$ cat src/rtl/program_loader_pkg.sv
// ----------------------------------------------------------------------------
// program_loader_pkg
// Shared definitions for the boot/run sequencer:
//   - state_e      : sequencer state encoding
//   - *_STRIDE     : byte strides of instruction (32-bit) and data (64-bit) words
//   - *_DEF        : default memory depths and counter width
//   - byte_addr    : word index -> zero-extended 64-bit byte address
//   - next_stage   : first non-empty stage in the order LOAD_I, LOAD_D, RUN, DONE
// ----------------------------------------------------------------------------
package program_loader_pkg;

    typedef enum logic [2:0] {
        ST_IDLE   = 3'd0,
        ST_LOAD_I = 3'd1,
        ST_LOAD_D = 3'd2,
        ST_RUN    = 3'd3,
        ST_DONE   = 3'd4
    } state_e;

    localparam int unsigned IMEM_STRIDE    = 32'd4;
    localparam int unsigned DMEM_STRIDE    = 32'd8;
    localparam int unsigned IMEM_DEPTH_DEF = 32'd512;
    localparam int unsigned DMEM_DEPTH_DEF = 32'd1024;
    localparam int unsigned CNT_W_DEF      = 32'd32;

    // Word index to byte address; indices are bounded by the memory depth so
    // the product never wraps.
    function automatic logic [63:0] byte_addr(input logic [63:0] idx,
                                              input int unsigned stride);
        return idx * 64'(stride);
    endfunction

    // Stages with a zero count are skipped; callers pass 1'b0 for stages that
    // already lie behind them.
    function automatic state_e next_stage(input logic has_i,
                                          input logic has_d,
                                          input logic has_r);
        state_e st;
        if (has_i) begin
            st = ST_LOAD_I;
        end else if (has_d) begin
            st = ST_LOAD_D;
        end else if (has_r) begin
            st = ST_RUN;
        end else begin
            st = ST_DONE;
        end
        return st;
    endfunction

endpackage

$ cat src/rtl/program_loader_run_timer.sv
// ----------------------------------------------------------------------------
// run_timer
// Loadable down-counter. Used to time the cpu run window; also intended for
// the cycle-budget watchdog.
// Ports:
//   clk, arst_n   : clock, asynchronous active-low reset
//   load_i        : load load_val_i (has priority over en_i)
//   load_val_i    : value to load
//   en_i          : decrement by one while non-zero
//   last_o        : count is 1, i.e. the current enabled cycle is the final one
//   expired_o     : count is 0
// ----------------------------------------------------------------------------
module run_timer #(
    parameter int unsigned CNT_W = 32
) (
    input  logic             clk,
    input  logic             arst_n,
    input  logic             load_i,
    input  logic [CNT_W-1:0] load_val_i,
    input  logic             en_i,
    output logic             last_o,
    output logic             expired_o
);

    localparam logic [CNT_W-1:0] ONE = CNT_W'(32'd1);

    logic [CNT_W-1:0] count_q;
    logic [CNT_W-1:0] count_d;

    // Next count: load wins, otherwise saturating decrement at zero.
    always_comb begin
        count_d = count_q;
        if (load_i) begin
            count_d = load_val_i;
        end else if (en_i && (count_q != '0)) begin
            count_d = count_q - ONE;
        end else begin
            count_d = count_q;
        end
    end

    // Count register.
    always_ff @(posedge clk or negedge arst_n) begin
        if (!arst_n) begin
            count_q <= '0;
        end else begin
            count_q <= count_d;
        end
    end

    assign last_o    = (count_q == ONE);
    assign expired_o = (count_q == '0);

endmodule

$ cat src/rtl/program_loader.sv
// ----------------------------------------------------------------------------
// program_loader
// Boot/run sequencer in front of the cpu. Streams 32-bit words into
// instruction memory (external port 1), then pairs of words into 64-bit data
// memory (external port 2), then enables the cpu for a programmed number of
// cycles and reports done.
// Ports:
//   clk, arst_n                 : clock, asynchronous active-low reset
//   start                       : session request (honoured in IDLE/DONE)
//   imem_words/dmem_words       : words to load per memory, checked on start
//   run_cycles                  : cycles of cpu_enable
//   s_valid/s_data/s_ready      : input word stream
//   addr_ext/wen_ext/ren_ext/wdata_ext         : instruction memory port
//   addr_ext_2/wen_ext_2/ren_ext_2/wdata_ext_2 : data memory port
//   cpu_enable, busy, done      : status; cfg_err pulses on a rejected start
// All outputs are registered.
// ----------------------------------------------------------------------------
module program_loader
    import program_loader_pkg::*;
#(
    parameter int unsigned IMEM_DEPTH = IMEM_DEPTH_DEF,
    parameter int unsigned DMEM_DEPTH = DMEM_DEPTH_DEF,
    parameter int unsigned CNT_W      = CNT_W_DEF
) (
    input  logic             clk,
    input  logic             arst_n,
    input  logic             start,
    input  logic [CNT_W-1:0] imem_words,
    input  logic [CNT_W-1:0] dmem_words,
    input  logic [CNT_W-1:0] run_cycles,
    input  logic             s_valid,
    input  logic [31:0]      s_data,
    output logic             s_ready,
    output logic [63:0]      addr_ext,
    output logic             wen_ext,
    output logic             ren_ext,
    output logic [31:0]      wdata_ext,
    output logic [63:0]      addr_ext_2,
    output logic             wen_ext_2,
    output logic             ren_ext_2,
    output logic [63:0]      wdata_ext_2,
    output logic             cpu_enable,
    output logic             busy,
    output logic             done,
    output logic             cfg_err
);

    localparam logic [CNT_W-1:0] ONE = CNT_W'(32'd1);

    // Sequencer state and counters
    state_e           state_q,  state_d;
    logic [CNT_W-1:0] idx_q,    idx_d;
    logic [CNT_W-1:0] imem_n_q, imem_n_d;
    logic [CNT_W-1:0] dmem_n_q, dmem_n_d;
    logic [CNT_W-1:0] run_n_q,  run_n_d;
    logic             half_q,   half_d;
    logic [31:0]      low_q,    low_d;

    // Registered outputs
    logic             s_ready_q, s_ready_d;
    logic             wen_q,     wen_d;
    logic [63:0]      addr_q,    addr_d;
    logic [31:0]      wdata_q,   wdata_d;
    logic             wen2_q,    wen2_d;
    logic [63:0]      addr2_q,   addr2_d;
    logic [63:0]      wdata2_q,  wdata2_d;
    logic             cpu_en_q,  cpu_en_d;
    logic             busy_q,    busy_d;
    logic             done_q,    done_d;
    logic             cfg_err_q, cfg_err_d;

    logic             beat_s;
    logic             start_ok_s;
    logic             timer_load_s;
    logic             timer_en_s;
    logic             timer_last_s;
    logic             timer_expired_s;

    // s_ready is registered, so it already reflects the current load state.
    assign beat_s     = s_valid && s_ready_q;
    assign start_ok_s = (imem_words <= CNT_W'(IMEM_DEPTH)) &&
                        (dmem_words <= CNT_W'(DMEM_DEPTH));

    // Timer is loaded on the transition into RUN, from whichever count is
    // being latched or held this cycle.
    assign timer_load_s = (state_d == ST_RUN) && (state_q != ST_RUN);

    run_timer #(
        .CNT_W (CNT_W)
    ) u_run_timer (
        .clk        (clk),
        .arst_n     (arst_n),
        .load_i     (timer_load_s),
        .load_val_i (run_n_d),
        .en_i       (timer_en_s),
        .last_o     (timer_last_s),
        .expired_o  (timer_expired_s)
    );

    // Next-state, counter and output computation.
    always_comb begin
        state_d    = state_q;
        idx_d      = idx_q;
        imem_n_d   = imem_n_q;
        dmem_n_d   = dmem_n_q;
        run_n_d    = run_n_q;
        half_d     = half_q;
        low_d      = low_q;
        wen_d      = 1'b0;
        addr_d     = 64'd0;
        wdata_d    = 32'd0;
        wen2_d     = 1'b0;
        addr2_d    = 64'd0;
        wdata2_d   = 64'd0;
        cfg_err_d  = 1'b0;
        timer_en_s = 1'b0;

        case (state_q)
            ST_IDLE, ST_DONE: begin
                if (start) begin
                    if (start_ok_s) begin
                        imem_n_d = imem_words;
                        dmem_n_d = dmem_words;
                        run_n_d  = run_cycles;
                        idx_d    = '0;
                        half_d   = 1'b0;
                        low_d    = 32'd0;
                        state_d  = next_stage(imem_words != '0,
                                              dmem_words != '0,
                                              run_cycles != '0);
                    end else begin
                        cfg_err_d = 1'b1;
                    end
                end else begin
                    state_d = state_q;
                end
            end

            ST_LOAD_I: begin
                if (beat_s) begin
                    wen_d   = 1'b1;
                    addr_d  = byte_addr(64'(idx_q), IMEM_STRIDE);
                    wdata_d = s_data;
                    if ((idx_q + ONE) == imem_n_q) begin
                        idx_d   = '0;
                        state_d = next_stage(1'b0, dmem_n_q != '0, run_n_q != '0);
                    end else begin
                        idx_d = idx_q + ONE;
                    end
                end else begin
                    state_d = ST_LOAD_I;
                end
            end

            ST_LOAD_D: begin
                if (beat_s) begin
                    if (!half_q) begin
                        // Low half: hold it until its partner arrives.
                        low_d  = s_data;
                        half_d = 1'b1;
                    end else begin
                        wen2_d   = 1'b1;
                        addr2_d  = byte_addr(64'(idx_q), DMEM_STRIDE);
                        wdata2_d = {s_data, low_q};
                        half_d   = 1'b0;
                        if ((idx_q + ONE) == dmem_n_q) begin
                            idx_d   = '0;
                            state_d = next_stage(1'b0, 1'b0, run_n_q != '0);
                        end else begin
                            idx_d = idx_q + ONE;
                        end
                    end
                end else begin
                    state_d = ST_LOAD_D;
                end
            end

            ST_RUN: begin
                timer_en_s = 1'b1;
                // Expired is a guard only; RUN is never entered with a zero count.
                if (timer_last_s || timer_expired_s) begin
                    state_d = ST_DONE;
                end else begin
                    state_d = ST_RUN;
                end
            end

            default: begin
                state_d = ST_IDLE;
            end
        endcase

        // Status outputs follow the next state so that they line up with it.
        s_ready_d = (state_d == ST_LOAD_I) || (state_d == ST_LOAD_D);
        busy_d    = (state_d == ST_LOAD_I) || (state_d == ST_LOAD_D) ||
                    (state_d == ST_RUN);
        cpu_en_d  = (state_d == ST_RUN);
        done_d    = (state_d == ST_DONE);
    end

    // State, counters and output registers.
    always_ff @(posedge clk or negedge arst_n) begin
        if (!arst_n) begin
            state_q   <= ST_IDLE;
            idx_q     <= '0;
            imem_n_q  <= '0;
            dmem_n_q  <= '0;
            run_n_q   <= '0;
            half_q    <= 1'b0;
            low_q     <= 32'd0;
            s_ready_q <= 1'b0;
            wen_q     <= 1'b0;
            addr_q    <= 64'd0;
            wdata_q   <= 32'd0;
            wen2_q    <= 1'b0;
            addr2_q   <= 64'd0;
            wdata2_q  <= 64'd0;
            cpu_en_q  <= 1'b0;
            busy_q    <= 1'b0;
            done_q    <= 1'b0;
            cfg_err_q <= 1'b0;
        end else begin
            state_q   <= state_d;
            idx_q     <= idx_d;
            imem_n_q  <= imem_n_d;
            dmem_n_q  <= dmem_n_d;
            run_n_q   <= run_n_d;
            half_q    <= half_d;
            low_q     <= low_d;
            s_ready_q <= s_ready_d;
            wen_q     <= wen_d;
            addr_q    <= addr_d;
            wdata_q   <= wdata_d;
            wen2_q    <= wen2_d;
            addr2_q   <= addr2_d;
            wdata2_q  <= wdata2_d;
            cpu_en_q  <= cpu_en_d;
            busy_q    <= busy_d;
            done_q    <= done_d;
            cfg_err_q <= cfg_err_d;
        end
    end

    assign s_ready     = s_ready_q;
    assign addr_ext    = addr_q;
    assign wen_ext     = wen_q;
    assign ren_ext     = 1'b0;
    assign wdata_ext   = wdata_q;
    assign addr_ext_2  = addr2_q;
    assign wen_ext_2   = wen2_q;
    assign ren_ext_2   = 1'b0;
    assign wdata_ext_2 = wdata2_q;
    assign cpu_enable  = cpu_en_q;
    assign busy        = busy_q;
    assign done        = done_q;
    assign cfg_err     = cfg_err_q;

endmodule

$ cat config.mk
export PLATFORM = sky130hd
export DESIGN_NAME = program_loader
export DESIGN_NICKNAME = d
export VERILOG_FILES = /design/src/rtl/program_loader_pkg.sv /design/src/rtl/program_loader_run_timer.sv /design/src/rtl/program_loader.sv
export SDC_FILE = /design/constraint.sdc
export NUM_CORES = 1
export LEC_CHECK = 0
export ABC_AREA = 1
export BUFFER_PORTS_ARGS = -buffer_cell sky130_fd_sc_hd__buf_2
export CORE_ASPECT_RATIO = 0.75
export CORE_UTILIZATION = 45
export CTS_CLUSTER_SIZE = 30
export DETAILED_ROUTE_END_ITERATION = 10
export PLACE_DENSITY_LB_ADDON = 0.1
export SETUP_SLACK_MARGIN = 0.05
export SYNTH_ARGS = -nofsm -noshare
export SYNTH_HDL_FRONTEND = slang
export SYNTH_SLANG_ARGS = --single-unit
$ cat constraint.sdc
create_clock -name clk -period 3.5 [get_ports clk]
set_input_delay 0.7 -clock clk [delete_from_list [all_inputs] [get_ports clk]]
set_output_delay 0.7 -clock clk [all_outputs]
set_load 0.01 [all_outputs]
==> run metrics <==
status completed; synth warn 0; Critical Path AT 3.68 ns; CTS Buf Count 37; unrepaired setup endpoints after global routing yes; kind of critical path register to register; register area share after synthesis 0.536; Port-buffer cells 298; final setup vio count 0; FFs w/ async S/R, synth 1.00; CP Launch Type register; Max Clock Freq 308 MHz; ranking of synthesized cells by area dfrtp_1, nand2_1, nor2_1; Min Clock Period, post-route 3.25 ns; Max Cap Viol 0; CTS Buffer Depth 3; vias per inst 5.03; final instance area ~20000 um^2; Worst VDD drop about 0.37 mV; Final WS setup 0.252 ns; area share of the largest cell type after synthesis 0.536; Starting Density 0.457; Netlist Area Pre-Place 17000 um^2; Final Hold Vio Count 0; Period Utilization, post-route 0.928; setup_tns 0 ns; GRT overflow 0; Root Driver clkbuf_16; Top Ports 365; mean post-synth cell area 8.13 um^2; vias in the first global route 13700; Die Y 170 um; Critical Path End Type register; P per Cell Area between 400 and 500 nW/um^2; number of synthesized flops with an enable pin 0; Synth area leader dfrtp_1; Routed Antenna Nets 0; Slew Limit Fails 0; DIE AREA 38500 um^2; max_slew headroom 0.446; post-place setup slack 0.0555 ns; CTS tree built; clk_lat worst skew 0.54 ns; # H-tree levels 2; drt initial violations roughly 1200; Least-Margin Pin Slew 0.831 ns; Pre-antenna DRT Iters 5; Max FO, Critical Path 18; clock sinks 363; Hold WC Path Type input pin to asynchronous set/reset pin; Lkg Pwr approximately 0.012 uW; filler cell count 3586; RD Place Congestion 0.948; Synth-to-Final Area Change 19.7%; total number of vias 14700; Worst EP required slightly below 4 ns; FF+latch count, synth 363; Cells after Synth around 2100; Tot GR Track Use 0.259; Clk pin slew, worst setup/hold paths 0.06 ns; # DRC 0; nets ~2500; ratio of cells with drive above 1 in the final layout 0.189; DRT Wirelength 49300 um; Core Box Area 37100 um^2; Synth Flop Type dfrtp_1; initial antenna violation count 1; first-pass GRT wire length 76700 um; DPL Wire Length 36000 um; Yosys cell types 46; row count 61; pin count of the biggest net entering global routing about 110; Worst Skew 0.0118 ns; die width 226 um; DR WL/cell between 15 and 20 um; area post-placement 18900 um^2
-- cells by family after synthesis --
kind of cell / Yosys count / synth area share
other: 1 / 0.000221
DFF: 363 / 0.536
AOI/OAI and AO/OA: 142 / 0.0487
adders and majority gates: 3 / 0.00221
xor gates and xnor gates: 27 / 0.0148
buffers and inverters: 386 / 0.103
and+or+nand+nor: 1165 / 0.295
-- worst max-delay path: stages, from the launching register on --
cell	delay, ns
dfrtp_1	0.40
ha_2	0.23
nand2_2	0.10
nor2_4	0.21
nand2_2	0.13
nor2_4	0.18
nand2_1	0.07
nand2_1	0.11
nand2_1	0.12
nand2_1	0.08
o21ai_1	0.06
nor2_1	0.10
nand2_1	0.09
nor2_1	0.20
nand3_1	0.14
clkinv_1	0.08
nand3_1	0.09
nand3_2	0.17
nand3_4	0.16
clkbuf_16	0.24
o21ai_1	0.15
inv_2	0.04
-- routing by layer --
metal / up-vias / routed length, um / track usage
li1: 7081 / - / -
met1: 6959 / 22600 / 0.371
met2: 566 / 22000 / 0.398
met3: 83 / 3430 / 0.0482
met4: 0 / 1250 / 0.0770
met5: - / 0 / 0
-- worst paths after layout --
path,start,to,slack (ns),cells after the start
setup / recovery,idx_q[0],u_run_timer.count_q[0],0.25,21
hold / removal,arst_n,wdata_ext_2[5],0.05,1
setup reg to reg,idx_q[0],u_run_timer.count_q[0],0.25,21
hold reg to reg,low_q[29],wdata_ext_2[29],0.49,2
max in group asynchronous,arst_n,wdata_ext_2[60],2.57,2
min in group clk,imem_words[0],imem_n_q[0],0.36,3
-- final cells by class --
cell class,count,area [um^2],share of cell area
Sequential cell,363,9090,0.448
Multi-Input combinational cell,1403,6420,0.316
Timing Repair Buffer,332,1940,0.0956
Clock buffer,55,1100,0.0544
Inverter,253,950,0.0468
Tap cell,504,631,0.0311
Clock inverter,12,164,0.00807
Antenna cell,1,2.50,0.000123
-- sequential cells by signal, summed over array words and instances (netlist names), 3 cells and up --
name,flops
imem_n_q,32
addr_ext_2,32
addr_ext,32
state_q,3
run_n_q,32
low_q,32
wdata_ext_2,64
idx_q,32
u_run_timer.count_q,32
dmem_n_q,32
wdata_ext,32
-- cell usage in the layout (no fill, tap or decap), types with 3 or more instances in the layout --
master and n:
clkbuf_16 38, buf_12 13, clkbuf_8 11, nor2_1 348, o21ai_0 56, bufinv_16 3
conb_1 66, nor4_1 33, inv_2 7, o22ai_1 63, buf_2 297, xor2_1 15
or2_2 28, nand2_2 7, nor2_2 6, o2111ai_1 3, inv_1 244, a21oi_1 4
nand3b_1 8, xnor2_1 11, buf_4 19, nand3_1 147, nand2_1 503, clkinv_2 5
dfrtp_1 361, nor3_1 14, nor2_4 6, nand4_1 52, clkbuf_1 7, o21ai_1 6
-- Yosys cell counts, drive strengths merged (3+ instances only) --
| library cell | n |
|---|---|
| and2 | 3 |
| a21oi | 6 |
| inv | 251 |
| nor3 | 14 |
| nand2 | 512 |
| buf | 91 |
| nand3b | 8 |
| nor2 | 362 |
| xor2 | 15 |
| or2 | 29 |
| o21ai | 62 |
| ha | 3 |
| clkbuf | 42 |
| dfrtp | 363 |
| xnor2 | 11 |
| nand4 | 52 |
| o2111ai | 3 |
| nand3 | 150 |
| nor4 | 33 |
| o22ai | 63 |
-- power breakdown --
part | switching (uW) | total [uW] | internal [uW] | leakage, uW
Combinational | 173 | 244 | 70.6 | 0.00717
Clock | 1690 | 4110 | 2420 | 0.000624
Sequential | 0.101 | 4200 | 4200 | 0.00432
-- timing repair --
| item | CTS | global route |
|---|---|---|
| setup buffers | 0 | 1 |
| hold buffers | 0 | 0 |
| setup endpoints to repair | 0 | 61 |
| resized for setup | 0 | 19 |
-- per-stage QoR --
stage	power, uW	instances	hold WS [ns]	utilization
2_1_floorplan	4390	2152	0.404	-
3_3_place_gp	4520	2853	0.467	0.511
3_5_place_dp	4520	2853	0.475	0.511
4_1_cts	8650	2920	0.0451	0.545
5_1_grt	8840	2923	0.0572	0.547
6_report	8550	2923	0.0501	0.547
No activity file was read; power rests on OpenSTA's default activity.
